==> config.mk <==
export PLATFORM = sky130hd
export DESIGN_NAME = qs_fifo_push_arb
export DESIGN_NICKNAME = d
export VERILOG_FILES = /design/src/rtl/qs_fifo_pkg.sv /design/src/rtl/qs_rr_picker.sv /design/src/rtl/qs_fifo_push_arb.sv
export SDC_FILE = /design/constraint.sdc
export NUM_CORES = 1
export LEC_CHECK = 0
export CORE_ASPECT_RATIO = 1.25
export CORE_MARGIN = 2
export CORE_UTILIZATION = 39
export DETAILED_ROUTE_END_ITERATION = 10
export PLACE_DENSITY = 0.79
export SYNTH_ARGS = -nofsm -noshare
export SYNTH_HDL_FRONTEND = slang
export SYNTH_SLANG_ARGS = --single-unit
==> constraint.sdc <==
create_clock -name clk -period 4.7 [get_ports clk]
set_clock_uncertainty 0.15 [all_clocks]
set_input_delay 1.175 -clock clk [delete_from_list [all_inputs] [get_ports clk]]
set_output_delay 1.175 -clock clk [all_outputs]
set_load 0.005 [all_outputs]
==> src/rtl/qs_fifo_pkg.sv <==
// Shared constants and width helpers for qs_fifo and the blocks that sit in front of it.
//
// Contents:
//   clog2_min1(n)     ceil(log2(n)), never less than 1, so a one-entry index still has a bit
//   cnt_width(max)    width of a counter that must hold 0..max inclusive
//   Def*              default geometry used by the FIFO and its push arbiter
package qs_fifo_pkg;

  function automatic int unsigned clog2_min1(input int unsigned n);
    int unsigned r;
    r = $clog2(n);
    return (r == 0) ? 1 : r;
  endfunction

  function automatic int unsigned cnt_width(input int unsigned max_val);
    return clog2_min1(max_val + 1);
  endfunction

  localparam int unsigned DefDataW    = 8;
  localparam int unsigned DefNumReq   = 4;
  localparam int unsigned DefMaxBurst = 4;
  localparam int unsigned DefIdW      = clog2_min1(DefNumReq);
  localparam int unsigned DefCntW     = cnt_width(DefMaxBurst);

endpackage

==> src/rtl/qs_rr_picker.sv <==
// Combinational round-robin picker.
//
// Finds the first set bit of req, scanning upward from index start and wrapping modulo N.
//
// Ports:
//   req    in   N   request vector
//   start  in   W   index that is checked first
//   found  out  1   at least one request bit is set
//   idx    out  W   index of the winning request (0 when none)
module qs_rr_picker
  import qs_fifo_pkg::*;
#(
  parameter int unsigned N = 4,
  localparam int unsigned W = clog2_min1(N)
) (
  input  logic [N-1:0] req,
  input  logic [W-1:0] start,
  output logic         found,
  output logic [W-1:0] idx
);

  logic [N-1:0] rot;
  logic [W-1:0] off;
  int unsigned  sum;

  always_comb begin
    // Rotate so that bit 0 of rot corresponds to req[start].
    rot = '0;
    for (int i = 0; i < N; i++) begin
      rot[i] = req[W'((32'(start) + 32'(i)) % N)];
    end

    // Find-first: walking downward leaves the lowest set offset in off.
    found = |rot;
    off   = '0;
    for (int i = N - 1; i >= 0; i--) begin
      if (rot[i]) begin
        off = W'(i);
      end
    end

    // Unrotate back to an absolute producer index.
    sum = (32'(start) + 32'(off)) % N;
    idx = found ? W'(sum) : '0;
  end

endmodule

==> src/rtl/qs_fifo_push_arb.sv <==
// Round-robin write arbiter sharing one qs_fifo write port among NUM_REQ producers.
//
// A producer that wins a grant keeps the FIFO for up to MAX_BURST consecutive beats as long
// as it stays valid; afterwards the search resumes at the next producer in round-robin order.
// Handshake is zero-latency: all outputs are combinational from state and inputs.
//
// Ports:
//   clk            in   1               rising-edge clock
//   reset          in   1               asynchronous, active-high reset
//   req_valid_i    in   NUM_REQ         per-producer data valid
//   req_data_i     in   NUM_REQ*DATA_W  producer n data at [n*DATA_W +: DATA_W]
//   req_ready_o    out  NUM_REQ         one-hot (or zero): beat of producer n accepted
//   push_o         out  1               to FIFO push_i
//   push_data_o    out  DATA_W          to FIFO push_data_i
//   full_i         in   1               from FIFO full_o
//   grant_valid_o  out  1               a producer is granted this cycle
//   grant_id_o     out  ID_W            index of granted producer (0 when none)
module qs_fifo_push_arb
  import qs_fifo_pkg::*;
#(
  parameter int unsigned DATA_W    = DefDataW,
  parameter int unsigned NUM_REQ   = DefNumReq,
  parameter int unsigned MAX_BURST = DefMaxBurst,
  localparam int unsigned ID_W     = clog2_min1(NUM_REQ),
  localparam int unsigned CNT_W    = cnt_width(MAX_BURST)
) (
  input  logic                      clk,
  input  logic                      reset,
  input  logic [NUM_REQ-1:0]        req_valid_i,
  input  logic [NUM_REQ*DATA_W-1:0] req_data_i,
  output logic [NUM_REQ-1:0]        req_ready_o,
  output logic                      push_o,
  output logic [DATA_W-1:0]         push_data_o,
  input  logic                      full_i,
  output logic                      grant_valid_o,
  output logic [ID_W-1:0]           grant_id_o
);

  // owner_q: producer that made the most recent transfer.
  // burst_cnt_q: beats that owner has moved in its current burst (0 only after reset).
  logic [ID_W-1:0]  owner_q, owner_d;
  logic [CNT_W-1:0] burst_cnt_q, burst_cnt_d;

  logic [ID_W-1:0]  start_idx;
  logic [ID_W-1:0]  pick_idx;
  logic             pick_found;
  logic [ID_W-1:0]  grant;
  logic             locked;
  logic             xfer;

  // Search begins just after the current owner, so the owner is considered last.
  assign start_idx = (owner_q == ID_W'(NUM_REQ - 1)) ? '0 : owner_q + ID_W'(1);

  qs_rr_picker #(
    .N (NUM_REQ)
  ) u_picker (
    .req   (req_valid_i),
    .start (start_idx),
    .found (pick_found),
    .idx   (pick_idx)
  );

  // The lock is released the same cycle the owner drops valid or its count saturates,
  // so the picker result is used without a bubble. With MAX_BURST=1 it can never hold.
  assign locked = (burst_cnt_q != '0) && (burst_cnt_q < CNT_W'(MAX_BURST)) &&
                  req_valid_i[owner_q];

  assign grant = locked ? owner_q : pick_idx;

  always_comb begin
    grant_valid_o = pick_found && !reset;
    xfer          = grant_valid_o && !full_i;
    push_o        = xfer;
    grant_id_o    = grant_valid_o ? grant : '0;

    push_data_o = '0;
    req_ready_o = '0;
    for (int n = 0; n < NUM_REQ; n++) begin
      if (grant_valid_o && (grant == ID_W'(n))) begin
        push_data_o    = req_data_i[n*DATA_W +: DATA_W];
        req_ready_o[n] = xfer;
      end
    end
  end

  // State moves only on an actual transfer; a burst stalled by full_i keeps its count.
  always_comb begin
    owner_d     = owner_q;
    burst_cnt_d = burst_cnt_q;
    if (xfer) begin
      if (locked) begin
        burst_cnt_d = burst_cnt_q + CNT_W'(1);
      end else begin
        owner_d     = grant;
        burst_cnt_d = CNT_W'(1);
      end
    end
  end

  // Owner resets to the last index so producer 0 is searched first.
  always_ff @(posedge clk or posedge reset) begin
    if (reset) begin
      owner_q     <= ID_W'(NUM_REQ - 1);
      burst_cnt_q <= '0;
    end else begin
      owner_q     <= owner_d;
      burst_cnt_q <= burst_cnt_d;
    end
  end

endmodule

# == Yosys cells after proc, flatten, opt, wreduce, memory -nomap -nowiden ==
# Cells that the tools add are included.
# classes
add_sub_neg,6
order_cmp,6
n_eq_ne,4
mux,27
bitwise_logic,1
reduce_logical,14
# op_table
operator,n
2-to-1 mux 8 bit,4
2-to-1 mux 2 bit,8
less-than comparator 2 x 3 -> 1 bit (second input constant),5
binary-select mux 1 bit (select 2 bit),5
2-to-1 mux 1 bit,9
logical AND 1 bit,8
== test 2 bit (second input constant),3
adder 2 x 1 -> 2 bit (second input constant),2
adder 2 bit (second input constant),2
OR reduction 4 bit,1
adder 3 x 1 -> 3 bit (second input constant),1
less-than comparator 3 bit (second input constant),1
2-to-1 mux 3 bit,1
nonzero test 3 bit,1
adder 2 bit,1
== test 2 x 1 -> 1 bit (second input constant),1
logical NOT 1 bit,2
logical NOT 2 bit,1
AND reduction 2 bit,1
inverter 1 bit,1
# totals
ff_bits,5
inputBits,39
out_inout_bits,16
wordCells,60

# == Depth between registers and ports, before layout ==
# depth
depth_word,18
depth_mapped,14

# == Modules after synthesis ==
# Synthesis repeated with hierarchy kept, for this count alone.
# unflattened
hier_cells,101
area_unflattened_um2,899.6
# by_module_without_submodules
module,instances,cells_per_inst,area_each_um2
qs_fifo_push_arb,1,77,733.2
qs_rr_picker,1,24,166.4

# == Worst setup path after synthesis ==
# OpenSTA, ideal clock, no wires.
# synth_timing
kind,input to output
startpoint,in req_valid_i[2]
endpoint,out req_ready_o[0]
arrival_time_ns,3.308
required_ns,3.375
setup_slack_ns,0.067
cell_stages,10
path_buffers,2
cell_sequence,buf_2 mux4_2 nor3_1 o21ai_0 a21oi_1 ha_1 o21ai_1 buf_2 nand2_1 nor3b_1
# synth_via
elab_chain_cells,12
# synth_rtl
element,line,rtl
"start, declared",qs_fifo_push_arb.sv:29,"input logic [NUM_REQ-1:0] req_valid_i,"
binary-select mux 1 bit (select 2 bit),qs_rr_picker.sv:30,rot[i] = req[W'((32'(start) + 32'(i)) % N)];
2-to-1 mux 1 bit (implied by the code),qs_rr_picker.sv:30,
2-to-1 mux 2 bit (4 in series),qs_rr_picker.sv:37,if (rot[i]) begin
adder 2 bit,qs_rr_picker.sv:43,sum = (32'(start) + 32'(off)) % N;
2-to-1 mux 2 bit,qs_rr_picker.sv:44,idx = found ? W'(sum) : '0;
2-to-1 mux 2 bit,qs_fifo_push_arb.sv:68,assign grant = locked ? owner_q : pick_idx;
logical NOT 2 bit,qs_fifo_push_arb.sv:79,if (grant_valid_o && (grant == ID_W'(n))) begin
logical AND 1 bit,qs_fifo_push_arb.sv:79,
2-to-1 mux 1 bit *,qs_fifo_push_arb.sv:79,
"end, declared",qs_fifo_push_arb.sv:31,"output logic [NUM_REQ-1:0] req_ready_o,"
# Mark *: on every way between the ends. The rest lies on a longest branch, timed or not. The select of a mux whose other input is x is not followed.

# == Final worst setup path ==
# layout_timing
startpoint,in req_valid_i[2]
endpoint,out push_data_o[3]
# layout_via
elab_chain_cells,15
# layout_rtl
element,line,rtl
binary-select mux 1 bit (select 2 bit),qs_rr_picker.sv:30,
2-to-1 mux 1 bit (implied by the code),qs_rr_picker.sv:30,
2-to-1 mux 2 bit (4 in series),qs_rr_picker.sv:37,
adder 2 bit,qs_rr_picker.sv:43,
2-to-1 mux 2 bit,qs_rr_picker.sv:44,
2-to-1 mux 2 bit,qs_fifo_push_arb.sv:68,
logical NOT 2 bit,qs_fifo_push_arb.sv:79,
logical AND 1 bit,qs_fifo_push_arb.sv:79,
2-to-1 mux 8 bit (3 in series),qs_fifo_push_arb.sv:79,
2-to-1 mux 8 bit *,qs_fifo_push_arb.sv:79,
"end, declared",qs_fifo_push_arb.sv:33,"output logic [DATA_W-1:0] push_data_o,"
# Marks and branches as above.

==> flow_summary.ini <==
[outcome]
status = finished with violations
violations = negative setup slack

[worst_setup_path]
crit_start = req_valid_i[2]
r2r-start = owner_q[0]
required_ps = 3380
crit_path_end_kind = primary output
cp-start-kind = input pin
rrSetupSlack_ps = 1720
crit_type = in -> out
r2r_cells = 10
crit_fanout = 4
arrival_ps = 3450
r2r-end = burst_cnt_q[0]

[power_and_ir_drop]
ir_drop_uv = 646
powerDensity_nw_per_um2 = 956
p_total_w = 0.00173
power.leakage_nw = 0.786

[timing]
fin_crit_sh_pct = 102
finalSetupViolCount = 8
finalMaxSlewViolations = 0
max_clock_freq_mhz = 209
fin_crit_ps = 4780
setup_ws_ps = -78.3
finalHoldViolations = 0
fin_setup_tns_ps = -452
rsz0062_at_grt = yes
slew_headroom_pct = 69.8
tightest_slew_ps = 450

[layout]
post-route-util_pct = 74.7
layout-area-overhead-vs-synth_pct = 82.8
drive_above_1_share_pct = 36.4
multi_input_area_sq_um = 891
register_area_sq_um = 128
antenna_cells = 0
nets = 243
final_cells = 231
final_area_sq_um = 1810
nFillCells = 166

[logic_synthesis]
syn_area_sq_um = 992
synthesis.nets = 168
synthCells = 124
synth_edf_count = 0
synth_seq_cells = 5
ys.flop_type = dfrtp_1
yosysSeqAreaShare_pct = 12.9
yosysUniqueCellTypes = 35
syn_avg_cell_area_sq_um = 8.00
postSynth.asyncResetShare_pct = 100
yosysWarnings = 0

[floorplanning]
fp.coreArea_sq_um = 2430
die_h_um = 60.4
initial_utilization_pct = 40.9
die-area_sq_um = 2970
die_w_um = 49.1
rows = 20
io_pins = 55

[clock_network]
clock_latency_ps = 250
numCtsBuffers = 3
htree_levels = 1
cts-root-buf = clkbuf_4
hold_buffers = 0
clock_path_buffers = 2
cts.sinks = 5
path_clk_slew_ps = 50
cts_tree = done

[global_routing]
grt.overflow.total = 0
grt_antenna_before_repair = 0
grt_pass1_vias = 1294
grt_pass1_wl_um = 6030
grt_max_degree = 19
track_usage_pct = 26.1

[flow_run]
drv_cap = 0

[route]
drt-initial-drc-count = 33
antenna_left = 0
vias = 1340
avgViaCountPerCell = 5.80
post_drt_wl_per_cell_um = 17.0
drc_errors = 0
drtPass1Iterations = 4
drt-total-wl_um = 3920

[placed_design]
post_dp_cell_area_sq_um = 1600
gp_congestion = 0.858
io_buffer_count = 54
hpwl_um = 2560
dp_cells = 214

[min_path]
hold-path-endpoint = burst_cnt_q[1]
hold_class = reg -> reg
hp-start = burst_cnt_q[1]
worstHoldPathCells = 2
[worst max-delay path: stages]
cell	delay (ps)
buf_6	90
mux4_2	500
nor3_2	140
o21ai_1	90
a21oi_1	130
ha_2	240
xor2_4	100
o32a_4	390
buf_6	140
mux2i_4	180
o221ai_2	130
buf_2	140
[layout make-up]
type	count	share of cell area [%]
Multi-Input combinational cell	102	49.1
Tap cell	33	2.28
Clock inverter	1	0.276
Sequential cell	5	7.03
Timing Repair Buffer	79	38.4
Inverter	8	1.66
Clock buffer	3	1.24
[flip-flops by register name, indices dropped and copies added (netlist names)]
signal,cells
burst_cnt_q,3
owner_q,2
[per-layer routing]
metal | wire, um | track usage, % | up-vias
met3 | 296 | 5.67 | 0
met4 | 0 | 2.45 | 0
met5 | 0 | 0 | -
met2 | 2010 | 51.4 | 59
li1 | - | - | 632
met1 | 1620 | 29.9 | 649
[synth_stat cells (2+ instances only)]
cell type / count / area, sq um
o21ai_0: 5 / 25.0
buf_2: 8 / 40.0
ha_1: 5 / 62.6
nand3_1: 9 / 45.0
a21oi_1: 3 / 15.0
nand2_1: 10 / 37.5
inv_1: 7 / 26.3
mux2_2: 2 / 22.5
nor2_1: 6 / 22.5
o221ai_1: 8 / 70.1
nand2b_1: 2 / 12.5
or3_1: 4 / 25.0
mux4_2: 2 / 45.0
nand4_1: 8 / 50.1
nor3_1: 6 / 30.0
buf_6: 2 / 22.5
nor3b_1: 3 / 22.5
dfrtp_1: 3 / 75.1
xor2_1: 2 / 17.5
o21ai_1: 2 / 10.0
mux2i_1: 12 / 120
dfstp_2: 2 / 52.6
[worst max path at each step]
| stage | depth (start not counted) | end | slack (ps) |
|---|---|---|---|
| global route | 12 | push_data_o[7] | -160 |
| global placement | 12 | push_data_o[4] | -700 |
| floorplan | 10 | req_ready_o[0] | 70 |
| CTS | 12 | push_data_o[4] | -90 |
| detailed placement | 12 | push_data_o[4] | -740 |
| finish | 12 | push_data_o[3] | -80 |
[cell usage in the layout (no fill, tap or decap), drive strengths merged, types with 6 or more instances in the layout]
cell type / count
inv: 8
nand4: 8
nand2: 10
mux2i: 12
clkdlybuf4s50: 36
nor3: 6
nor2: 6
nand3: 9
o21ai: 7
o221ai: 8
buf: 39
[logic make-up after synthesis]
family                     after synthesis  synth area share [%]
muxes                                   16                  18.9
adders and majority gates                5                  6.31
DFF                                      5                  12.9
and+or+nand+nor                         51                  27.0
AOI/OAI and AO/OA                       26                  21.8
buffers and inverters                   19                  11.3
xor gates and xnor gates                 2                  1.77
[per-stage QoR]
step           hold slack [ps]  setup WS (ps)
3_5_place_dp               362           -745
3_3_place_gp               339           -699
5_1_grt                    415           -165
2_1_floorplan              324           67.2
4_1_cts                    375          -89.4
6_report                   378          -78.3
[repair_timing]
action | CTS | global route
endpoints found under the setup margin | 16 | 14
buffers inserted | 10 | 1
pin swaps | 16 | 5
resized for setup | 86 | 10
cloned | 2 | 0
[power breakdown]
group | internal [W] | total (W) | leakage, nW | switching [W]
registers | 0.0000680 | 0.0000877 | 0.0583 | 0.0000198
logic | 0.000830 | 0.00159 | 0.710 | 0.000764
clock network | 0.0000310 | 0.0000523 | 0.0177 | 0.0000213
total | 0.000929 | 0.00173 | 0.786 | 0.000805
Power figures use the tool's default switching activity.
